## config.mk

```make
export PLATFORM = sky130hd
export DESIGN_NAME = lcd_controller
export DESIGN_NICKNAME = d
export VERILOG_FILES = /design/src/rtl/lcd_controller.sv
export SDC_FILE = /design/constraint.sdc
export NUM_CORES = 1
export LEC_CHECK = 0
export BUFFER_PORTS_ARGS = -buffer_cell sky130_fd_sc_hd__buf_2
export CORE_MARGIN = 1.5
export CORE_UTILIZATION = 52
export CTS_CLUSTER_DIAMETER = 100
export DETAILED_ROUTE_END_ITERATION = 16
export GPL_ROUTABILITY_DRIVEN = 0
export PLACE_DENSITY = 0.77
export RECOVER_POWER = 25
export REMOVE_ABC_BUFFERS = 1
export SYNTH_ARGS = -nofsm -noshare
export SYNTH_HDL_FRONTEND = slang
export SYNTH_SLANG_ARGS = --single-unit
```

## constraint.sdc

```tcl
create_clock -name clk -period 2.4 [get_ports clk]
set_input_delay 0.24 -clock clk [delete_from_list [all_inputs] [get_ports clk]]
set_output_delay 0.24 -clock clk [all_outputs]
set_load 0.01 [all_outputs]
```

## src/rtl/lcd_controller.sv

```systemverilog
// lcd_controller
//   Memory-mapped HD44780-style LCD peripheral. CPU writes are queued as
//   {RS, byte} entries in a small FIFO. A timing FSM replays each entry on the
//   LCD pins: setup, E pulse, hold, then an execute wait. Software therefore
//   never has to bit-bang the E strobe.
//
// Ports
//   clk         system clock
//   rst_n       asynchronous active-low reset
//   sel         peripheral select (decoded I/O address bit)
//   addr[1:0]   register select: 0 DATA (W), 1 CMD (W), 2 STATUS (R, write clears ovf), 3 reserved
//   wdata[31:0] CPU write data, only bits [7:0] are queued
//   wenable[3:0] CPU byte enables, only bit 0 acts as the write strobe
//   rdata[31:0] combinational register read data
//   lcd_data    LCD D[7:0]
//   lcd_ctrl    {RS, RW}, RW is always 0
//   lcd_enable  LCD E strobe, registered
//   irq_empty   high when the FIFO is empty and the FSM is idle
module lcd_controller #(
  parameter int FIFO_DEPTH       = 8,
  parameter int SETUP_CYCLES     = 2,
  parameter int PULSE_CYCLES     = 8,
  parameter int HOLD_CYCLES      = 2,
  parameter int EXEC_CYCLES      = 64,
  parameter int LONG_EXEC_CYCLES = 2048
) (
  input  logic        clk,
  input  logic        rst_n,
  input  logic        sel,
  input  logic [1:0]  addr,
  input  logic [31:0] wdata,
  input  logic [3:0]  wenable,
  output logic [31:0] rdata,
  output logic [7:0]  lcd_data,
  output logic [1:0]  lcd_ctrl,
  output logic        lcd_enable,
  output logic        irq_empty
);

  localparam int PTR_W = (FIFO_DEPTH > 1) ? $clog2(FIFO_DEPTH) : 1;
  localparam logic [3:0]  DEPTH_C    = 4'(FIFO_DEPTH);
  localparam logic [15:0] SETUP_LOAD = 16'(SETUP_CYCLES - 1);
  localparam logic [15:0] PULSE_LOAD = 16'(PULSE_CYCLES - 1);
  localparam logic [15:0] HOLD_LOAD  = 16'(HOLD_CYCLES - 1);
  localparam logic [15:0] EXEC_LOAD  = 16'(EXEC_CYCLES - 1);
  localparam logic [15:0] LONG_LOAD  = 16'(LONG_EXEC_CYCLES - 1);

  typedef enum logic [2:0] {
    S_IDLE,
    S_SETUP,
    S_PULSE,
    S_HOLD,
    S_WAIT
  } state_t;

  state_t             state_q, state_d;
  logic [15:0]        cnt_q, cnt_d;
  logic [8:0]         mem_q [FIFO_DEPTH];
  logic [8:0]         mem_d [FIFO_DEPTH];
  logic [PTR_W-1:0]   wr_ptr_q, wr_ptr_d;
  logic [PTR_W-1:0]   rd_ptr_q, rd_ptr_d;
  logic [3:0]         count_q, count_d;
  logic               ovf_q, ovf_d;
  logic [7:0]         lcd_data_q, lcd_data_d;
  logic               rs_q, rs_d;
  logic               enable_q, enable_d;

  logic               wr_strobe;
  logic               push;
  logic               push_ok;
  logic               pop;
  logic               ovf_clr;
  logic               empty;
  logic               full;
  logic               busy;
  logic               long_cmd;
  logic [8:0]         head;
  logic               unused_inputs;

  // Only the low byte and byte-enable bit 0 take part in a write.
  assign unused_inputs = ^{wdata[31:8], wenable[3:1]};

  assign wr_strobe = sel & wenable[0];
  // DATA (addr 0) and CMD (addr 1) both push; they differ only in RS.
  assign push      = wr_strobe & ~addr[1];
  assign ovf_clr   = wr_strobe & (addr == 2'd2);
  assign empty     = (count_q == 4'd0);
  assign full      = (count_q == DEPTH_C);
  // A push that finds the FIFO full is dropped even if a pop happens on the same edge.
  assign push_ok   = push & ~full;
  assign busy      = (state_q != S_IDLE);
  assign pop       = ~busy & ~empty;
  assign head      = mem_q[rd_ptr_q];
  // Clear display and return home need the long execute wait.
  assign long_cmd  = ~rs_q & ((lcd_data_q == 8'h01) | (lcd_data_q == 8'h02));

  // FIFO storage, pointers, occupancy count and the sticky overflow flag.
  always_comb begin
    mem_d    = mem_q;
    wr_ptr_d = wr_ptr_q;
    rd_ptr_d = rd_ptr_q;
    count_d  = count_q;
    ovf_d    = ovf_q;
    if (push_ok) begin
      mem_d[wr_ptr_q] = {~addr[0], wdata[7:0]};
      wr_ptr_d        = wr_ptr_q + PTR_W'(1);
    end
    if (pop) begin
      rd_ptr_d = rd_ptr_q + PTR_W'(1);
    end
    case ({push_ok, pop})
      2'b10:   count_d = count_q + 4'd1;
      2'b01:   count_d = count_q - 4'd1;
      default: count_d = count_q;
    endcase
    if (ovf_clr) begin
      ovf_d = 1'b0;
    end else if (push & full) begin
      ovf_d = 1'b1;
    end
  end

  // Timing FSM. One down-counter is reloaded on every state entry and the
  // state advances when it reaches zero. E is computed one cycle ahead so the
  // pin comes straight from a flop.
  always_comb begin
    state_d    = state_q;
    cnt_d      = cnt_q;
    lcd_data_d = lcd_data_q;
    rs_d       = rs_q;
    enable_d   = 1'b0;
    case (state_q)
      S_IDLE: begin
        if (pop) begin
          lcd_data_d = head[7:0];
          rs_d       = head[8];
          cnt_d      = SETUP_LOAD;
          state_d    = S_SETUP;
        end
      end
      S_SETUP: begin
        if (cnt_q == 16'd0) begin
          cnt_d    = PULSE_LOAD;
          enable_d = 1'b1;
          state_d  = S_PULSE;
        end else begin
          cnt_d = cnt_q - 16'd1;
        end
      end
      S_PULSE: begin
        if (cnt_q == 16'd0) begin
          cnt_d   = HOLD_LOAD;
          state_d = S_HOLD;
        end else begin
          cnt_d    = cnt_q - 16'd1;
          enable_d = 1'b1;
        end
      end
      S_HOLD: begin
        if (cnt_q == 16'd0) begin
          cnt_d   = long_cmd ? LONG_LOAD : EXEC_LOAD;
          state_d = S_WAIT;
        end else begin
          cnt_d = cnt_q - 16'd1;
        end
      end
      S_WAIT: begin
        if (cnt_q == 16'd0) begin
          state_d = S_IDLE;
        end else begin
          cnt_d = cnt_q - 16'd1;
        end
      end
      default: begin
        state_d = S_IDLE;
      end
    endcase
  end

  // All state registers; reset clears the pins immediately, even mid-pulse.
  always_ff @(posedge clk or negedge rst_n) begin
    if (!rst_n) begin
      state_q    <= S_IDLE;
      cnt_q      <= '0;
      wr_ptr_q   <= '0;
      rd_ptr_q   <= '0;
      count_q    <= '0;
      ovf_q      <= 1'b0;
      lcd_data_q <= '0;
      rs_q       <= 1'b0;
      enable_q   <= 1'b0;
      for (int i = 0; i < FIFO_DEPTH; i++) begin
        mem_q[i] <= '0;
      end
    end else begin
      state_q    <= state_d;
      cnt_q      <= cnt_d;
      wr_ptr_q   <= wr_ptr_d;
      rd_ptr_q   <= rd_ptr_d;
      count_q    <= count_d;
      ovf_q      <= ovf_d;
      lcd_data_q <= lcd_data_d;
      rs_q       <= rs_d;
      enable_q   <= enable_d;
      mem_q      <= mem_d;
    end
  end

  // Register read mux; only STATUS returns data.
  always_comb begin
    rdata = '0;
    if (addr == 2'd2) begin
      rdata = {24'b0, ovf_q, busy, full, empty, count_q};
    end
  end

  assign lcd_data   = lcd_data_q;
  assign lcd_ctrl   = {rs_q, 1'b0};
  assign lcd_enable = enable_q;
  assign irq_empty  = empty & ~busy;

endmodule
```

==> impl_metrics.yaml, run 1 <==
status:
  status: "complete, no violations"
drt:
  wl_per_cell_um: 17.34
  drtPass1Iterations: 4
  drt_iter0_drc: 231
  vias: 3963
  drc: 0
  via_per_inst: 5.785
  routed_wl_um: 11880
  antenna_left: 0
global_routing:
  grt_pass1_wl_um: 19560
  grt_pass1_vias: 3969
  grt_use_total: 0.2159
  antenna_found_initial: 1
  grt_max_degree: 56
  overflow: 0
setup_path:
  cpPeakStageDelay_ns: 0.56
  critPathKind: "reg2reg"
  r2r-end: "count_q[3]"
  startpoint_type: "register"
  cp-end-kind: "register"
  reg2reg_slack_ns: 0.07
  arrival_ns: 2.62
  crit_required_ns: 2.69
  crit_buf_inv: 1
  critPathSlowestCell: "or4b_4"
  cp.depth: 10
  critPathMaxFanout: 3
  r2r_cells: 10
  critical_path.top_delay_family: "simple AND/OR/NAND/NOR gates"
  crit_chain: "or4b_4 -> nor3b_4 -> inv_4 -> ha_4 -> ha_4 -> a21o_1 -> a21oi_2 -> xnor2_1 -> nor2_1 -> xor2_1"
  crit_top_cell: "ha_4"
  r2r-start: "count_q[0]"
synthesis:
  yosys-top-cells-area: "dfrtp_1 48%, mux2_2 12%, mux4_2 7.0%"
  synthMuxAreaShare: 0.2198
  synth_compound_area_frac: 0.07800
  synth_cell_types: 66
  synth_top_family_by_area: "multiplexers"
  yosys.area.top_type: "dfrtp_1"
  netlist.area_leader.share: 0.4827
  seq_area_frac_synth: 0.4827
  synth_area_per_cell_sq_um: 12.07
  ys.flop_type: "dfrtp_1"
  synth_edf_count: 0
  synth_cells: 481
  synth-simple-area-share: 0.1224
  synth_xor_area_frac: 0.01508
  syn_area_sq_um: 5807
  yosysWarnings: 0
  synthArstFlopShare: 1.000
  ys_ff_latch: 112
  synth_fa_ha_area_frac: 0.02025
power:
  power_density_nw_per_um2: 838.7
  internal_power_mw: 3.851
  clockPowerShare: 0.216
  power_frac_comb: 0.257
  p_leak_nw: 3.065
  switching_share: 0.2955
  power.share.sequential: 0.527
  switchingPower_mw: 1.615
  ir_drop_v: 0.0006191
worst_hold_path:
  hold_path.class: "in2reg"
  hold_end: "ovf_q"
  holdCritStartpoint: "addr[1]"
  holdPathStages: 2
clock_network:
  htreeDepth: 3
  tritoncts: "built"
  clk_latency_ns: 0.38
  cts_root_buf: "clkbuf_8"
  cts_made_buffers: 9
  clk_pin_slew_ns: 0.11
  ctsLongestPathBuffers: 2
  cts.sinks: 112
final_layout:
  multi_input_area_sq_um: 2819
  antenna_cells: 0
  drive_gt1_frac: 0.3596
  final_nets: 589
  register_area_sq_um: 2804
  layout_commonest_cell: "dfrtp_1"
  fin_util: 0.6012
  fillers: 867
  area_delta_synth_final_pct: 12.24
  layout_common_cells: "111 x dfrtp_1, 64 x mux2_2, 35 x buf_4"
placed_design:
  hpwl_um: 8071
  port_buffers: 32
run:
  cap_violations: 0
timing:
  relSlewSlack: 0.3919
  finClkSkew_ns: 0.005625
  setup_viol: 0
  hold_viol_final: 0
  rsz0062_at_grt: "yes"
  fin_hold_ws_ns: 0.1202
  tightestPinTransition_ns: 0.9121
  fin_crit_sh: 0.9693
  min_period_ns: 2.326
  slew_viol_final: 0
  fmaxAchievable_mhz: 429.8
floorplan:
  initial_utilization: 0.5357
  io-pin-count: 85
  rows: 38
  dieArea_sq_um: 11810
  core_sq_um: 10840
  floorplan.die.height_um: 108.7
  die_width_um: 108.7
[worst max path at each step]
| stage | slack (ns) | start | endpoint |
|---|---|---|---|
| after floorplan | -0.32 | count_q[0] | count_q[3] |
| after global placement | 0.006 | count_q[1] | count_q[3] |
| after detailed placement | -0.04 | count_q[1] | count_q[3] |
| after CTS | -0.02 | count_q[1] | count_q[3] |
| after global routing | -0.03 | count_q[0] | count_q[3] |
| final | 0.07 | count_q[0] | count_q[3] |
[repair_timing]
item / 4_1_cts / 5_1_grt
gates cloned: 0 / 0
setup buffers: 4 / 3
pin swaps: 2 / 8
endpoints found under the hold margin: 33 / 0
hold buffers: 1 / 0
setup endpoints to repair: 17 / 18
gates resized for setup: 4 / 12
[sequential cells by signal, indices dropped and copies added (netlist names), 3 cells and up]
name / cells
count_q: 4
lcd_data: 8
wr_ptr_q: 3
cnt_q: 16
state_q: 3
mem_q: 72
rd_ptr_q: 3
[stage by stage]
stage	setup TNS (ns)	area [sq um]	setup slack (ns)	instances	total power [mW]
after floorplan	-0.3242	5608	-0.3242	460	3.795
after global placement	0	6176	0.005978	661	4.081
after detailed placement	-0.1134	6176	-0.04052	661	4.229
after CTS	-0.01723	6442	-0.01723	682	5.429
after global routing	-0.02539	6518	-0.02539	685	5.757
final	0	6518	0.07359	685	5.466
[power by group through the flow]
stage | logic (mW) | registers [mW] | clock network, mW
floorplan | 0.996 | 2.80 | 0
finish | 1.40 | 2.88 | 1.18
detailed placement | 1.31 | 2.92 | 0
CTS | 1.34 | 2.89 | 1.20
global placement | 1.23 | 2.85 | 0
global route | 1.54 | 2.94 | 1.27
[synthesized netlist by cell type, types with 2 or more instances]
library cell and count:
buf_6 2, clkbuf_1 9, xnor2_1 5, ha_1 7, buf_2 3, a21oi_1 15, mux2i_1 15, mux2_2 64
xor2_1 5, o211ai_1 2, a21o_1 3, buf_1 4, a31oi_1 3, nor3_1 6, and2_1 3, buf_4 27
or4_1 6, nand4b_2 2, a211oi_1 3, o31ai_1 5, dfrtp_1 112, inv_1 16, nor4b_4 2, nor4b_1 2
nand2b_1 2, nand2_1 35, o21ai_0 27, or3_1 5, a211o_1 3, nand4_1 5, nor2b_1 2, mux4_2 18
nand3_1 4, nor4_1 5, nor2_1 23
[per-layer routing]
layer	track usage	part of all wire
met4	0.05545	0.014
met1	0.2790	0.43
met5	0	0
met3	0.04722	0.044
met2	0.3702	0.51
[cells by family (layout without fill, tap and decap cells)]
family          count (synthesis)  count (layout)
xor+xnor                       10              10
fa+ha+maj                       9               9
buf+inv                        62             102
other cells                     1              25
compound gates                 73              73
flops                         112             112
simple gates                  117             117
mux                            97              97
[area by class of cell]
type                       count  area share
inverter                      17     0.01017
timing repair buffer          69     0.06758
tap                          140     0.02688
clock inverter                 7     0.01363
multi-input combinational    331      0.4325
clock buffer                   9     0.01901
sequential                   112      0.4302
No activity file was read; power rests on OpenSTA's default activity.
==> run 2: changes to the inputs <==
- RECOVER_POWER: 25 -> not set
==> run 2 against run 1 <==
Clock power is essentially flat; cell area is 0.23% higher; critical path depth did not move; worst setup slack better by 0.0011 ns; non-clock buffer count stayed put; die area did not move; register-to-register slack about the same; fmax barely moved; flip-flop and latch count is the same; largest power group unchanged.
==> impl_metrics.yaml, run 2 (synthesis results as in run 1) <==
status:
  status: "complete, no violations"
final_layout:
  fin_util: 0.6026
  largest_reg_flops: 72
  area_delta_synth_final_pct: 12.50
  layout_common_cells: "111 x dfrtp_1, 64 x mux2_2, 36 x buf_4"
  final_cell_count_no_fill: 685
  fillers: 865
  drive_gt1_frac: 0.3596
  largest-register: "mem_q"
  final_nets: 589
  layout_commonest_cell: "dfrtp_1"
  design_area_sq_um: 6533
  antenna_cells: 0
run:
  cap_violations: 0
clock_network:
  cts_root_buf: "clkbuf_8"
  htreeDepth: 3
  clk_pin_slew_ns: 0.11
  cts_made_buffers: 9
  ctsLongestPathBuffers: 2
  tritoncts: "built"
  clk_latency_ns: 0.37
  cts.sinks: 112
setup_path:
  critPathKind: "reg2reg"
  critPathMaxFanout: 3
  startpoint_type: "register"
  cp-end-kind: "register"
  arrival_ns: 2.62
  crit_required_ns: 2.69
drt:
  routed_wl_um: 11880
  antenna_left: 0
  vias: 3967
  drtPass1Iterations: 4
  drt_iter0_drc: 207
  drc: 0
  wl_per_cell_um: 17.34
  via_per_inst: 5.791
floorplan:
  die_width_um: 108.7
  core_sq_um: 10840
  initial_utilization: 0.5357
  rows: 38
  floorplan.die.height_um: 108.7
  dieArea_sq_um: 11810
  io-pin-count: 85
power:
  ir_drop_v: 0.0006196
  switching_share: 0.2947
  power_frac_comb: 0.258
  switchingPower_mw: 1.610
  power.share.sequential: 0.527
  p_leak_nw: 3.070
  clockPowerShare: 0.215
  internal_power_mw: 3.854
  power_mw: 5.464
  power_density_nw_per_um2: 836.5
timing:
  finClkSkew_ns: 0.009838
  tightestPinTransition_ns: 0.7864
  hold_viol_final: 0
  fmaxAchievable_mhz: 430.1
  rsz0062_at_grt: "yes"
  fin_crit_sh: 0.9689
  min_period_ns: 2.325
  setup_viol: 0
  slew_viol_final: 0
  relSlewSlack: 0.4718
placed_design:
  port_buffers: 32
  hpwl_um: 8071
  placed_area_sq_um: 6176
  dp.cells: 661
global_routing:
  grt_pass1_vias: 3969
  grt_pass1_wl_um: 19560
  overflow: 0
  grt_use_total: 0.2159
  grt_max_degree: 56
  antenna_found_initial: 1
worst_hold_path:
  hold_path.class: "in2reg"
## run 2: through the flow
step,TNS [ns],setup WS [ns],hold slack (ns)
after detailed placement,-0.1134,-0.04052,0.2347
final,0,0.07472,0.1286
after floorplan,-0.3242,-0.3242,-0.05559
after CTS,-0.01723,-0.01723,0.08956
after global placement,0,0.005978,0.2229
after global routing,-0.02539,-0.02539,0.1399
## run 2: metal layers
layer  GRT usage  wire, um
met1      0.2790      5078
met4     0.05545       131
met2      0.3702      6116
met3     0.04722       550
met5           0         0
## run 2: final cells by class
| type | instances | area (sq um) | share of cell area |
|---|---|---|---|
| well taps | 140 | 175.2 | 0.02681 |
| multi-input cells | 331 | 2819 | 0.4315 |
| clock buffers | 9 | 123.9 | 0.01896 |
| inverters | 17 | 66.31 | 0.01015 |
| flip-flops and latches | 112 | 2804 | 0.4292 |
| clock inverters | 7 | 88.84 | 0.01360 |
| repair buffers | 69 | 455.4 | 0.06972 |
## run 2: power groups by stage
stage	clock, mW	sequential (mW)	combinational (mW)
floorplan	0	2.80	0.996
global placement	0	2.85	1.23
detailed placement	0	2.92	1.31
CTS	1.20	2.89	1.34
global route	1.27	2.94	1.54
finish	1.17	2.88	1.41
## run 2: worst max-delay path, stage by stage, from the launching register on
cell     delay [ns]
dfrtp_1        0.42
or4b_4         0.56
nor3b_4        0.18
inv_4          0.06
ha_4           0.13
ha_4           0.19
a21o_1         0.16
a21oi_2        0.14
xnor2_1        0.09
nor2_1         0.14
xor2_1         0.18
## run 2: worst paths after layout
path | endpoint | cells past startpoint | start | slack, ns
worst max register to register | count_q[3] | 10 | count_q[0] | 0.07
min in group asynchronous | lcd_enable | 2 | rst_n | 0.36
worst max-delay path | count_q[3] | 10 | count_q[0] | 0.07
worst min register to register | mem_q[8] | 2 | mem_q[8] | 0.50
max in group asynchronous | mem_q[31] | 3 | rst_n | 1.33
worst min-delay path | ovf_q | 2 | addr[1] | 0.13
## run 2: repair_timing
| item | in CTS | in global routing |
|---|---|---|
| pin swaps | 2 | 8 |
| setup endpoints to repair | 17 | 18 |
| endpoints found under the hold margin | 33 | 0 |
| hold buffers | 1 | 0 |
| gates resized for setup | 4 | 12 |
| setup buffers | 4 | 3 |
| cloned | 0 | 0 |
